==> src/rtl/muldiv_e.sv <==
// Iterative multiply/divide unit for the Execute stage; owns the HI/LO registers.
// One multiplier/quotient bit per cycle, followed by a single sign-fixup cycle.
module muldiv_e #(
    parameter int WIDTH = 32
) (
    input  logic             clk,
    input  logic             reset,
    input  logic             StartE,
    input  logic [2:0]       MdOpE,
    input  logic [WIDTH-1:0] SrcAE,
    input  logic [WIDTH-1:0] SrcBE,
    input  logic             FlushE,
    output logic             BusyE,
    output logic             DoneE,
    output logic [WIDTH-1:0] HiLoOutE
);

    // state  | meaning
    // S_IDLE | waiting for an op; MT/MF served here
    // S_RUN  | WIDTH shift-add / shift-subtract iterations
    // S_FIX  | sign correction, HI/LO written at end of cycle
    typedef enum logic [1:0] {
        S_IDLE = 2'd0,
        S_RUN  = 2'd1,
        S_FIX  = 2'd2
    } state_t;

    localparam int CW = (WIDTH > 1) ? $clog2(WIDTH) : 1;

    state_t              r_state;
    state_t              w_next;
    logic [CW-1:0]       r_cnt;
    logic [2*WIDTH-1:0]  r_prod;
    logic [WIDTH-1:0]    r_mcd;
    logic [WIDTH-1:0]    r_araw;
    logic [WIDTH-1:0]    r_hi;
    logic [WIDTH-1:0]    r_lo;
    logic                r_isdiv;
    logic                r_sa;
    logic                r_sb;
    logic                r_divz;
    logic                r_done;

    logic                w_idle;
    logic                w_start_md;
    logic                w_mt;
    logic                w_last;
    logic                w_signed_op;
    logic                w_a_neg;
    logic                w_b_neg;
    logic [WIDTH-1:0]    w_a_mag;
    logic [WIDTH-1:0]    w_b_mag;

    assign w_idle      = (r_state == S_IDLE);
    assign w_start_md  = w_idle && StartE && !FlushE && !MdOpE[2];
    assign w_mt        = w_idle && StartE && !FlushE && (MdOpE[2:1] == 2'b10);
    assign w_last      = (r_cnt == CW'(WIDTH - 1));

    // Even opcodes (MULT, DIV) are the signed forms.
    assign w_signed_op = !MdOpE[0];
    assign w_a_neg     = w_signed_op && SrcAE[WIDTH-1];
    assign w_b_neg     = w_signed_op && SrcBE[WIDTH-1];
    assign w_a_mag     = w_a_neg ? (-SrcAE) : SrcAE;
    assign w_b_mag     = w_b_neg ? (-SrcBE) : SrcBE;

    always_ff @(posedge clk or posedge reset) begin
        if (reset) begin
            r_state <= S_IDLE;
        end else begin
            r_state <= w_next;
        end
    end

    always_comb begin
        w_next = r_state;
        case (r_state)
            S_IDLE: begin
                if (w_start_md) begin
                    w_next = S_RUN;
                end
            end
            S_RUN: begin
                if (FlushE) begin
                    w_next = S_IDLE;
                end else if (w_last) begin
                    w_next = S_FIX;
                end
            end
            S_FIX: begin
                w_next = S_IDLE;
            end
            default: begin
                w_next = S_IDLE;
            end
        endcase
    end

    // Multiply step: product upper half accumulates, whole register shifts right.
    logic [WIDTH:0]       w_mul_sum;
    logic [2*WIDTH-1:0]   w_mul_step;

    assign w_mul_sum  = {1'b0, r_prod[2*WIDTH-1:WIDTH]}
                      + (r_prod[0] ? {1'b0, r_mcd} : {(WIDTH+1){1'b0}});
    assign w_mul_step = {w_mul_sum, r_prod[WIDTH-1:1]};

    // Divide step: upper half is the partial remainder, lower half shifts the
    // dividend out and the quotient bits in.
    logic [WIDTH:0]       w_div_shift;
    logic [WIDTH:0]       w_div_diff;
    logic                 w_div_ge;
    logic [WIDTH-1:0]     w_div_rem;
    logic [2*WIDTH-1:0]   w_div_step;

    assign w_div_shift = {r_prod[2*WIDTH-1:WIDTH], r_prod[WIDTH-1]};
    assign w_div_ge    = (w_div_shift >= {1'b0, r_mcd});
    assign w_div_diff  = w_div_shift - {1'b0, r_mcd};
    assign w_div_rem   = w_div_ge ? w_div_diff[WIDTH-1:0] : w_div_shift[WIDTH-1:0];
    assign w_div_step  = {w_div_rem, r_prod[WIDTH-2:0], w_div_ge};

    logic [2*WIDTH-1:0]   w_mul_res;
    logic [WIDTH-1:0]     w_quo;
    logic [WIDTH-1:0]     w_rem;
    logic [WIDTH-1:0]     w_res_hi;
    logic [WIDTH-1:0]     w_res_lo;

    assign w_mul_res = (r_sa ^ r_sb) ? (-r_prod) : r_prod;
    assign w_quo     = (r_sa ^ r_sb) ? (-r_prod[WIDTH-1:0]) : r_prod[WIDTH-1:0];
    assign w_rem     = r_sa ? (-r_prod[2*WIDTH-1:WIDTH]) : r_prod[2*WIDTH-1:WIDTH];

    always_comb begin
        w_res_hi = w_mul_res[2*WIDTH-1:WIDTH];
        w_res_lo = w_mul_res[WIDTH-1:0];
        if (r_isdiv) begin
            if (r_divz) begin
                // Divide by zero bypasses sign fixup: HI returns the raw dividend.
                w_res_hi = r_araw;
                w_res_lo = {WIDTH{1'b1}};
            end else begin
                w_res_hi = w_rem;
                w_res_lo = w_quo;
            end
        end
    end

    always_ff @(posedge clk or posedge reset) begin
        if (reset) begin
            r_cnt   <= '0;
            r_prod  <= '0;
            r_mcd   <= '0;
            r_araw  <= '0;
            r_isdiv <= 1'b0;
            r_sa    <= 1'b0;
            r_sb    <= 1'b0;
            r_divz  <= 1'b0;
        end else if (w_start_md) begin
            r_cnt   <= '0;
            r_isdiv <= MdOpE[1];
            r_sa    <= w_a_neg;
            r_sb    <= w_b_neg;
            r_araw  <= SrcAE;
            r_divz  <= MdOpE[1] && (SrcBE == '0);
            r_mcd   <= MdOpE[1] ? w_b_mag : w_a_mag;
            r_prod  <= {{WIDTH{1'b0}}, (MdOpE[1] ? w_a_mag : w_b_mag)};
        end else if (r_state == S_RUN) begin
            r_cnt   <= r_cnt + 1'b1;
            r_prod  <= r_isdiv ? w_div_step : w_mul_step;
        end
    end

    always_ff @(posedge clk or posedge reset) begin
        if (reset) begin
            r_hi   <= '0;
            r_lo   <= '0;
            r_done <= 1'b0;
        end else begin
            r_done <= (r_state == S_FIX) && !FlushE;
            if (w_mt) begin
                if (MdOpE[0]) begin
                    r_lo <= SrcAE;
                end else begin
                    r_hi <= SrcAE;
                end
            end else if ((r_state == S_FIX) && !FlushE) begin
                r_hi <= w_res_hi;
                r_lo <= w_res_lo;
            end
        end
    end

    assign BusyE    = !w_idle;
    assign DoneE    = r_done;
    assign HiLoOutE = (MdOpE == 3'b110) ? r_hi : r_lo;

endmodule

==> config.mk <==
export PLATFORM = sky130hd
export DESIGN_NAME = muldiv_e
export DESIGN_NICKNAME = d
export VERILOG_FILES = /design/src/rtl/muldiv_e.sv
export SDC_FILE = /design/constraint.sdc
export NUM_CORES = 1
export LEC_CHECK = 0
export CAP_MARGIN = 20
export CORE_MARGIN = 2
export CORE_UTILIZATION = 45
export CTS_CLUSTER_SIZE = 20
export DETAILED_ROUTE_END_ITERATION = 10
export PLACE_DENSITY_LB_ADDON = 0.2
export SYNTH_ARGS = -nofsm -noshare
export SYNTH_HDL_FRONTEND = slang
export SYNTH_SLANG_ARGS = --single-unit
export TNS_END_PERCENT = 30
==> constraint.sdc <==
create_clock -name clk -period 12.7 [get_ports clk]
set_input_delay 2.54 -clock clk [delete_from_list [all_inputs] [get_ports clk]]
set_output_delay 2.54 -clock clk [all_outputs]
set_load 0.02 [all_outputs]
# After elaboration in Yosys (flattened, before gate mapping)
# Index checks and enable logic that the tools add are counted.
# W data, S select, Z words.
# word_totals
reg_bits	204
in_bits	71
output_inout_bits	34
word_cells	79
# classes
addsub	8
n_lt_le_gt_ge	1
n_eq_ne	9
muxes	29
n_bitwise	1
reduce_logical	19
# ops
cell	count
$mux W32	19
$mux W64	4
$neg A32 Y32	4
$neg A64 Y64	1
$add A32 B32 Y33	1
$ge A33 B32 Y1	1
$logic_not A32 Y1	1
$sub A32 B32 Y32	1
$mux W5	2
$logic_and A1 B1 Y1	8
$mux W2	3
$reduce_and A2 Y1	3
$add A5 B1 Y5 const B	1
$eq A5 B5 Y1 const B	1
$eq A2 B2 Y1 const B	2
$logic_not A1 Y1	4
$ne A2 B2 Y1 const B	2
$pmux W2 S2	1
$reduce_bool A2 Y1	2
$eq A3 B3 Y1 const B	1
$ne A3 B3 Y1 const B	1
$eq A2 B1 Y1 const B	1
$logic_not A2 Y1	1
$ne A2 B1 Y1 const B	1
$xor A1 B1 Y1	1

# Logic depth before layout (Yosys ltp)
# depth
word_depth	6
ltp_mapped	14
depth_no_buf	13

# Worst setup path after synthesis
# Ideal clock, no wire load.
# synth_path
kind	input to output
start	in MdOpE[1]
end	out HiLoOutE[10]
arrival_time_ns	3.627
t_required_ns	10.160
path_slack_ns	6.533
cell_stages	4
n_path_buf	2
cell_sequence	clkbuf_1 nand3b_1 clkbuf_1 mux2_2
# synth_between
elab_chain_len	2
# synth_lines
element	line	source
start: declaration	9	input logic [2:0] MdOpE,
$eq A3 B3 Y1	192	assign HiLoOutE = (MdOpE == 3'b110) ? r_hi : r_lo;
$mux W32	192	
end: declaration	15	output logic [WIDTH-1:0] HiLoOutE
# Every way passes these cells.

# Final worst setup path
# layout_path
start	in MdOpE[0]
end	out HiLoOutE[24]
# Same word-level chain as after synthesis.

==> impl.org <==
** Run status
- The run finished with clean final reports.

** Cells and area
- At the end of the flow the core is filled with cells to 0.508.
- The finished cells cover 20000 um^2.
- Final net count :: 2459
- Signed area change from the synthesized netlist to the final layout :: 12.0%
- Number of standard cells in the final layout excluding fillers :: 2861
- The sequential cells in the finished layout cover a total of 5110 um^2.
- Fraction of layout instances using a drive strength above 1 :: 0.0707
- The filler cells instantiated in the layout total 3824.
- In the final layout, the multi-input gates occupy 11800 um^2.

** Setup path
- Stages on the worst setup path :: 5
- Capturing instance or port of the critical path :: HiLoOutE[24]
- R2R depth :: 13
- The worst setup path is captured at a primary output.
- WP data required :: 10.16 ns
- The worst setup path is launched from an input pin.
- Cell Chain, Critical Path :: clkdlybuf4s50_1, nand3b_1, buf_4, mux2_2, clkdlybuf4s50_1
- In this design, the largest share of critical-path delay is due to buffers and inverters.
- The worst register-to-register path ends at r_prod[58]$_DFFE_PP0P_.
- Critical path type :: in2out
- Register-to-register setup slack :: 8.63 ns
- Data arrival time of the critical path :: 5.09 ns
- Worst Setup SP :: MdOpE[0]
- On the worst path, the slowest cell contributes a delay of 0.93 ns.
- Crit Reg-Reg Startpoint :: r_prod[0]$_DFFE_PP0P_
- Crit path max-delay cell type :: clkdlybuf4s50_1
- Critical path peak fanout :: 32
- Cell occurring most often along the worst timing path :: clkdlybuf4s50_1
- The critical path contains buffers and inverters numbering 3 combined.

** Yosys
- Of the total synthesized cell area, the portion taken by XOR and XNOR cells is 0.0808.
- After synthesis the netlist holds a flip-flop and latch count of 204.
- Of the total synthesized cell area, the portion taken by AND, OR, NAND and NOR gates is 0.207.
- After synthesis, the mean cell area works out to 7.67 um^2.
- After synthesis, the share of cell area in mux cells is 0.0555.
- Area share of the largest cell type after synthesis :: 0.285
- Total number of yosys warnings :: 0
- For this run, the register share of the synthesized area comes to 0.285.
- Of the total synthesized cell area, the portion taken by full adders, half adders and majority gates is 0.0512.
- Number of distinct library cell variants in the gate-level netlist after synthesis :: 94
- By area, the combinational part of the netlist is dominated by compound AO/OA/AOI/OAI gates.
- Number of cells produced by synthesis :: 2333
- Post-synthesis compound-gate area fraction :: 0.262
- Largest cells by area after synthesis :: dfrtp_1 29%, nand2_1 6.8%, o21ai_0 6.3%, a21oi_1 6.1%, xnor2_1 4.9%
- Commonest cells in the netlist :: 326 x nand2_1, 226 x o21ai_0, 219 x a21oi_1, 204 x dfrtp_1, 203 x nor2_1
- Number of flops mapped to enable cells by yosys :: 0
- The synthesized design spends more area on one cell type than any other, namely dfrtp_1.
- Number of nets produced by synthesis :: 2476
- Summing every instance area after synthesis gives 17900 um^2.
- After synthesis, the share of flip-flops with an asynchronous set or reset is 1.00.
- Main flop type after synthesis :: dfrtp_1
- Most numerous cell in the Yosys netlist :: nand2_1

** Timing
- The total count of max-transition violations in the final report is 0.
- The worst path in the final design needs a cycle of 7.63 ns, including I/O delays and setup.
- Hold is met by 0.472 ns.
- After routing, the total negative slack on setup checks comes to 0 ns.
- Setup repair after global routing missed its margin :: false
- In the finished design, the share of the clock period the worst path needs comes to 0.601.
- The worst pin sits at a relative slew slack of 0.317.
- Max Clk Rate :: 0.131 GHz
- Final setup skew :: 0.0124 ns
- In the post-route analysis, the smallest setup slack over all paths is 5.07 ns.
- Number of failing hold endpoints at the final stage :: 0
- Actual slew at the worst max-slew pin :: 1.02 ns
- Count of final setup violators :: 0

** Power and ir drop
- Pwr Total :: 4.47 mW
- For this design the ratio of total power to cell area is 223 nW/um^2.
- Worst IR drop on VDD :: 0.0962 mV
- The analysis attributes to cell leakage a power of 8.41 nW.

** Place
- Port buffering added 104 buffers.
- The placed instances occupy a cell area of 19100 um^2.
- Dpl ws :: 5.14 ns
- At the end of routability-driven placement, the weighted congestion stood at 0.961.
- Once placement completed, the tool counted placed cells totaling 2811.
- Summed over all nets, the half-perimeter wirelength after detailed placement is 48.6 mm.

** Floorplan
- Row generation in the floorplan step produced 73 rows.
- The initial utilization of the core area, before any placement, comes to 0.453.
- The die covers 41400 um^2.
- Count of pins on the block boundary :: 105
- Die H :: 203 um
- Core footprint :: 39500 um^2
- Width of the chip :: 203 um

** Global routing
- The number of antenna violations at the first check in global routing was 1.
- Total Routing Usage GR :: 0.317
- The first global-routing pass estimated 102 mm of wire.
- Entering global routing, the biggest net connects 114 pins.
- Final global-route overflow total :: 0
- Via count of the first global-routing pass :: 16700

** Detailed routing
- The routed layout has 18100 vias.
- Vias/cell :: 6.32
- The final layout contains routed wiring with a total length of 66.8 mm.
- After detailed routing, the average wire length per cell comes to 23.3 um.
- The first TritonRoute pass finished after 7 iterations.
- The first routing iteration left 1914 violations.
- In this run the remaining antenna-violating nets after routing total 0.
- DRC errors left :: 0

** Clock tree
- Buffer type at the clock tree root :: clkbuf_16
- CTS built an H-tree with a depth of 1.
- The later pin in the worst-skew pair is clocked with a latency of 0.56 ns.
- TritonCTS created 26 clock buffers.
- TritonCTS built the clock tree.
- In this run, post-CTS hold repair placed 0 buffers.
- In this run the post-CTS setup repair buffer count came out at 0.
- CTS saw 204 sinks.
- After clock tree synthesis, the clock-pin slew on the worst setup and hold paths is 0.06 ns.
- The clock passes through at most 3 buffers.
- Post_cts resized :: 0

** Min path
- The path class of the tightest hold or removal check is reg2reg.

** Job
- Max-cap violations in this run came to 0.
how the worst min path moves through the flow:
stage	start	to	slack (ns)	cells past startpoint
finish	r_araw[15]$_DFFE_PP0P_	r_araw[15]$_DFFE_PP0P_	0.47	2
global route	r_araw[3]$_DFFE_PP0P_	r_araw[3]$_DFFE_PP0P_	0.50	2
CTS	r_araw[15]$_DFFE_PP0P_	r_araw[15]$_DFFE_PP0P_	0.47	2
detailed placement	r_araw[15]$_DFFE_PP0P_	r_araw[15]$_DFFE_PP0P_	0.46	2
global placement	r_araw[15]$_DFFE_PP0P_	r_araw[15]$_DFFE_PP0P_	0.45	2
floorplan	r_hi[29]$_DFFE_PP0P_	r_hi[29]$_DFFE_PP0P_	0.43	2
layer usage:
metal / share of wire / vias up / track usage
met1: 0.44 / 8740 / 0.445
met4: 0.041 / 2 / 0.120
met2: 0.43 / 865 / 0.481
li1: - / 8328 / -
met5: 0.00013 / - / 0
met3: 0.088 / 159 / 0.0602
state kept, by name (all words and copies together), names as in the netlist, 2 cells and up:
signal   cells
r_araw      32
r_cnt        5
r_hi        32
r_lo        32
r_mcd       32
r_prod      64
r_state      2
final cells by class:
class | instances | area share
tap | 525 | 0.0328
clock inverter | 10 | 0.00650
timing repair buffer | 132 | 0.0633
inverter | 80 | 0.0154
antenna | 1 | 0.000125
sequential | 204 | 0.255
multi-input combinational | 1872 | 0.590
clock buffer | 37 | 0.0371
power breakdown:
group          internal, mW  switching [mW]  leakage (nW)
sequential            0.853           0.378          2.55
clock                 0.466           0.309         0.425
combinational          1.02            1.44          5.43
layout by cell type (no fill, tap or decap), types with 7 or more instances in the layout:
cell type / Yosys / final
o21bai_1: 16 / 16
o221ai_1: 16 / 16
or3_1: 17 / 17
o21ai_1: 15 / 14
o22ai_1: 46 / 46
nor4_1: 15 / 15
o41ai_1: 13 / 13
xnor2_1: 101 / 101
a31oi_1: 18 / 18
nand2b_1: 20 / 18
nand4_1: 21 / 21
inv_1: 79 / 78
o31ai_1: 23 / 23
and2_1: 11 / 11
o211ai_1: 40 / 40
nand3_1: 39 / 38
nor3_1: 37 / 37
a21o_1: 31 / 31
and3_1: 11 / 11
dfrtp_1: 204 / 203
or4_1: 9 / 9
mux2i_1: 56 / 56
ha_1: 70 / 70
buf_4: 3 / 28
mux2_2: 37 / 37
clkbuf_16: 0 / 27
clkbuf_1: 142 / 7
clkdlybuf4s50_1: 0 / 103
xor2_1: 64 / 63
a21oi_1: 219 / 218
nor2b_1: 12 / 10
a211oi_1: 15 / 15
o21ai_0: 226 / 226
a22oi_1: 17 / 17
nor2_1: 203 / 202
nand2_1: 326 / 326
cells by family (layout without fill, tap and decap cells):
group / count (synthesis) / after routing
XOR/XNOR: 165 / 165
flip-flops: 204 / 204
buffers and inverters: 257 / 259
AND/OR/NAND/NOR: 781 / 781
AO/OA/AOI/OAI: 760 / 760
multiplexers: 94 / 94
adder cells (fa/ha/maj): 72 / 72
other: 0 / 1
worst min-delay path, cell delays in order, from the launching register on:
cell	delay (ns)
dfrtp_1	0.33
nand2_1	0.05
nand2_1	0.05
Note: power is estimated with default switching activity, not from simulation.
